===== config.mk =====
export PLATFORM = sky130hd
export DESIGN_NAME = fsm_bit_serializer
export DESIGN_NICKNAME = d
export VERILOG_FILES = /design/src/rtl/fsm_bit_serializer.sv
export SDC_FILE = /design/constraint.sdc
export NUM_CORES = 1
export LEC_CHECK = 0
export ABC_AREA = 1
export CORE_MARGIN = 1.5
export CORE_UTILIZATION = 45
export CTS_CLUSTER_SIZE = 24
export DETAILED_ROUTE_END_ITERATION = 8
export PLACE_DENSITY = 0.75
export SLEW_MARGIN = 25
export SYNTH_ARGS = -nofsm -noshare
export SYNTH_HDL_FRONTEND = slang
export SYNTH_SLANG_ARGS = --single-unit

===== constraint.sdc =====
create_clock -name clk -period 2.3 [get_ports clk]
set_clock_uncertainty 0.05 [all_clocks]
set_input_delay 0.46 -clock clk [delete_from_list [all_inputs] [get_ports clk]]
set_output_delay 0.46 -clock clk [all_outputs]
set_load 0.02 [all_outputs]

===== src/rtl/fsm_bit_serializer.sv =====
// Parallel-to-serial feeder for the sequence-detector stage: valid/ready load, one bit per clk on x_out.
// Optional even-parity trailer bit is enabled by defining SERIALIZER_PARITY_EN.
module fsm_bit_serializer #(
    parameter int unsigned WIDTH     = 8,
    parameter int unsigned MSB_FIRST = 1
) (
    input  logic             clk,
    input  logic             rst_n,
    input  logic [WIDTH-1:0] data_in,
    input  logic             load_valid,
    output logic             load_ready,
    output logic             x_out,
    output logic             x_valid,
    output logic             busy,
    output logic             done
);

    localparam int unsigned CW = (WIDTH > 1) ? $clog2(WIDTH) : 1;
    localparam logic [CW-1:0] LAST_IDX = CW'(WIDTH - 1);

    typedef enum logic [1:0] {
        IDLE  = 2'd0,
        SHIFT = 2'd1,
        PAR   = 2'd2
    } state_t;

    state_t           state;
    state_t           state_n;
    logic [CW-1:0]    cnt;
    logic [CW-1:0]    cnt_n;
    logic [WIDTH-1:0] sreg;
    logic [WIDTH-1:0] sreg_n;
    logic [WIDTH-1:0] shifted;
    logic             x_out_n;
    logic             first_bit;
    logic             next_bit;
    logic             last;
    logic             accept;
`ifdef SERIALIZER_PARITY_EN
    logic             par_bit;
    logic             par_n;
`endif

    // The shift register keeps the bit currently on x_out at its output end.
    assign shifted   = (MSB_FIRST != 0) ? (sreg << 1) : (sreg >> 1);
    assign next_bit  = (MSB_FIRST != 0) ? shifted[WIDTH-1] : shifted[0];
    assign first_bit = (MSB_FIRST != 0) ? data_in[WIDTH-1] : data_in[0];

    assign last = (state == SHIFT) && (cnt == LAST_IDX);

    // Ready and done decode registered state only, so ready never depends on load_valid.
`ifdef SERIALIZER_PARITY_EN
    assign load_ready = (state == IDLE) || (state == PAR);
    assign done       = (state == PAR);
`else
    assign load_ready = (state == IDLE) || last;
    assign done       = last;
`endif

    assign accept = load_valid && load_ready;

    // State register and registered datapath/outputs
    always_ff @(posedge clk or negedge rst_n) begin
        if (!rst_n) begin
            state   <= IDLE;
            cnt     <= '0;
            sreg    <= '0;
            x_out   <= 1'b0;
            x_valid <= 1'b0;
            busy    <= 1'b0;
`ifdef SERIALIZER_PARITY_EN
            par_bit <= 1'b0;
`endif
        end else begin
            state   <= state_n;
            cnt     <= cnt_n;
            sreg    <= sreg_n;
            x_out   <= x_out_n;
            x_valid <= (state_n != IDLE);
            busy    <= (state_n != IDLE);
`ifdef SERIALIZER_PARITY_EN
            par_bit <= par_n;
`endif
        end
    end

    // Next-state logic
    always_comb begin
        state_n = state;
        case (state)
            IDLE: begin
                if (accept) state_n = SHIFT;
            end
            SHIFT: begin
                if (cnt == LAST_IDX) begin
`ifdef SERIALIZER_PARITY_EN
                    state_n = PAR;
`else
                    state_n = accept ? SHIFT : IDLE;
`endif
                end
            end
`ifdef SERIALIZER_PARITY_EN
            PAR: begin
                state_n = accept ? SHIFT : IDLE;
            end
`endif
            default: state_n = IDLE;
        endcase
    end

    // Datapath next values; a reload always wins so back-to-back frames stay gapless
    always_comb begin
        sreg_n  = sreg;
        cnt_n   = cnt;
        x_out_n = 1'b0;
`ifdef SERIALIZER_PARITY_EN
        par_n   = par_bit;
`endif
        if (accept) begin
            sreg_n  = data_in;
            cnt_n   = '0;
            x_out_n = first_bit;
`ifdef SERIALIZER_PARITY_EN
            par_n   = ^data_in;
`endif
        end else if ((state == SHIFT) && (cnt != LAST_IDX)) begin
            sreg_n  = shifted;
            cnt_n   = cnt + CW'(1);
            x_out_n = next_bit;
`ifdef SERIALIZER_PARITY_EN
        end else if (state == SHIFT) begin
            sreg_n  = '0;
            cnt_n   = '0;
            x_out_n = par_bit;
`endif
        end else begin
            sreg_n  = '0;
            cnt_n   = '0;
        end
    end

endmodule


==> impl_metrics.json <==
{
  "maxCapViolations": 0,
  "ys_ff_latch": 14,
  "nNetsFinal": 91,
  "drive_above_1_share_pct": 10.5,
  "top_usage_layer": "met2",
  "stdcell_area_um2": 778,
  "cp_top_family": "flip-flops",
  "whs_path_depth": 1,
  "clock_latency_ns": 0.27,
  "synthSimpleGateAreaFrac_pct": 26.6,
  "cp_max_fo": 3,
  "synth-compound-area-share_pct": 2.51,
  "grt_pass1_vias": 426,
  "synthCells": 60,
  "clock_tree.htree_level_count": 1,
  "hold_end": "cnt[0]",
  "min_from": "cnt[0]",
  "cts_max_path_buffers": 2,
  "core_um2": 1170,
  "start_util_pct": 51.1,
  "synth-xor-area-share_pct": 0,
  "setup_viol": 0,
  "cts_root_buf": "clkbuf_4",
  "cp_data_arrival_time_ns": 1.42,
  "powerDensity_nw_per_um2": 584,
  "via_per_inst": 5.17,
  "place.gp.congestion": 0.700,
  "antenna_cells": 0,
  "ys_seq_area_share_pct": 58.6,
  "antenna_left": 0,
  "layout_common_cells": "14 x dfrtp_1, 13 x clkdlybuf4s50_1, 9 x nand2_1",
  "critPathRequiredTime_ns": 1.79,
  "wl_um": 1100,
  "fin_crit_sh_pct": 83.9,
  "numCtsBuffers": 3,
  "leakage_nw": 0.416,
  "synthMuxAreaShare_pct": 0,
  "postLayoutSetupSlackWorst_ns": 0.370,
  "clk_pin_slew_ns": 0.07,
  "dpl_worst_slack_ns": 0.328,
  "synth.avg_cell_area_um2": 9.97,
  "drt_iter0_markers": 8,
  "avgRoutedWirePerCell_um": 12.2,
  "cpMostUsedCell": "ha_1",
  "drtPass1Iterations": 4,
  "cts_tree": "done",
  "fmax_mhz": 518,
  "io_pins": 16,
  "cpMaxStageDelayCell": "dfrtp_1",
  "yosys_warnings": 0,
  "vias": 465,
  "crit_path_end_kind": "primary output",
  "tightest_slew_ns": 0.600,
  "cts.sinks": 14,
  "start_kind": "flip-flop",
  "fin_tns_setup_ns": 0,
  "grt_util_met1_pct": 22.1,
  "syn_nets": 73,
  "grtUsageTotal_pct": 18.4,
  "die-area_um2": 1560,
  "grtUsageMet3_pct": 5.11,
  "areaGrowthSynthToFinish_pct": 30.1,
  "grt_overflow": 0,
  "grtUsageMet2_pct": 27.9,
  "min_period_ns": 1.93,
  "antenna_found_initial": 0,
  "grt_setup_unrepaired": "false",
  "slowest_delay_ns": 0.39,
  "synth-adder-area-share_pct": 4.18,
  "die_w_um": 39.5,
  "crit_chain": "ha_1 > ha_1 > inv_1 > a21oi_1 > dlymetal6s2s_1",
  "synth_area_um2": 598,
  "power_uw": 454,
  "reg2reg_to": "x_out",
  "slew_headroom_pct": 59.9,
  "r2r_slack_ns": 0.76,
  "fillers": 97,
  "critical_path_buf_inv_count": 2,
  "synth_cell_types": 14,
  "status": "finished, final reports clean",
  "final_common_cell": "dfrtp_1",
  "row_count": 12,
  "critPathKind": "flip-flop to primary output",
  "portBuffers": 15,
  "finalMaxSlewViolations": 0,
  "reg2reg_from": "cnt[0]",
  "vdd_drop_max_mv": 0.327,
  "postPlaceCellArea_um2": 751,
  "grt_first_pass_wirelength_um": 1810,
  "final_util_pct": 66.5,
  "die_y_um": 39.5,
  "finalHoldViolCount": 0,
  "ff2ff_path_depth": 7,
  "hp-class": "flip-flop to flip-flop",
  "synth_top_family_by_area": "simple AND/OR/NAND/NOR gates",
  "grt_max_degree": 15,
  "place_hpwl_um": 771,
  "drcViolationCount": 0
}
## registers in the layout (all words and copies together), names as in the netlist
| signal | cells |
|---|---|
| sreg | 7 |
| cnt | 3 |
| state | 2 |
| busy | 1 |
| x_out | 1 |
## layer usage
layer	vias to the layer above	part of all wire, %	wire (µm)
li1	234	-	-
met4	0	0.91	10
met2	14	49	541
met3	2	5.0	55
met5	-	0	0
met1	215	45	494
## kinds of logic after synthesis
group	Yosys count
buffers and inverters	9
AO/OA/AOI/OAI	3
AND/OR/NAND/NOR	31
adder cells (fa/ha/maj)	2
flip-flops	14
other	1
## timing repair
action / CTS / global route
hold buffers: 0 / 0
setup endpoints to repair: 0 / 2
hold endpoints to repair: 0 / 0
resized for setup: 0 / 2
buffers inserted: 0 / 0
## through the flow
| step | std cells | hold WS, ns |
|---|---|---|
| final | 90 | 0.391 |
| after global routing | 90 | 0.443 |
| after CTS | 90 | 0.394 |
| after detailed placement | 87 | 0.384 |
| after global placement | 87 | 0.373 |
| after floorplan | 60 | 0.114 |
## cells in the mapped netlist
master	instances	area, µm²
inv_2	1	3.75
nand2_1	9	33.8
a21oi_1	3	15.0
dfrtp_1	14	350
conb_1	1	3.75
ha_1	2	25.0
nand3_1	7	35.0
buf_4	3	22.5
inv_1	5	18.8
nand2_2	1	6.26
nand3_2	1	10.0
nand4_1	7	43.8
nor2_1	5	18.8
nor2_4	1	11.3
## where the power goes
part           internal [mW]  switching [mW]  total [mW]
sequential             0.256         0.00862       0.265
combinational         0.0291          0.0288      0.0579
clock                 0.0605          0.0708       0.131
## layout make-up
cell class / count / area (µm²) / area share, %
repair buffers: 16 / 163 / 20.9
clock buffers: 3 / 22.5 / 2.89
flip-flops and latches: 14 / 350 / 45.0
multi-input cells: 37 / 203 / 26.0
inverters: 6 / 22.5 / 2.89
well taps: 14 / 17.5 / 2.25
## worst max-delay path by stage
stage | startpoint | endpoint | slack (ns) | cells past startpoint
2_1_floorplan | cnt[0] | load_ready | 0.64 | 5
3_3_place_gp | cnt[0] | load_ready | 0.34 | 5
3_5_place_dp | cnt[0] | load_ready | 0.33 | 5
4_1_cts | cnt[0] | load_ready | 0.02 | 5
5_1_grt | cnt[0] | load_ready | 0.24 | 5
6_report | cnt[0] | load_ready | 0.37 | 5
No activity file was read; power rests on OpenSTA's default activity.
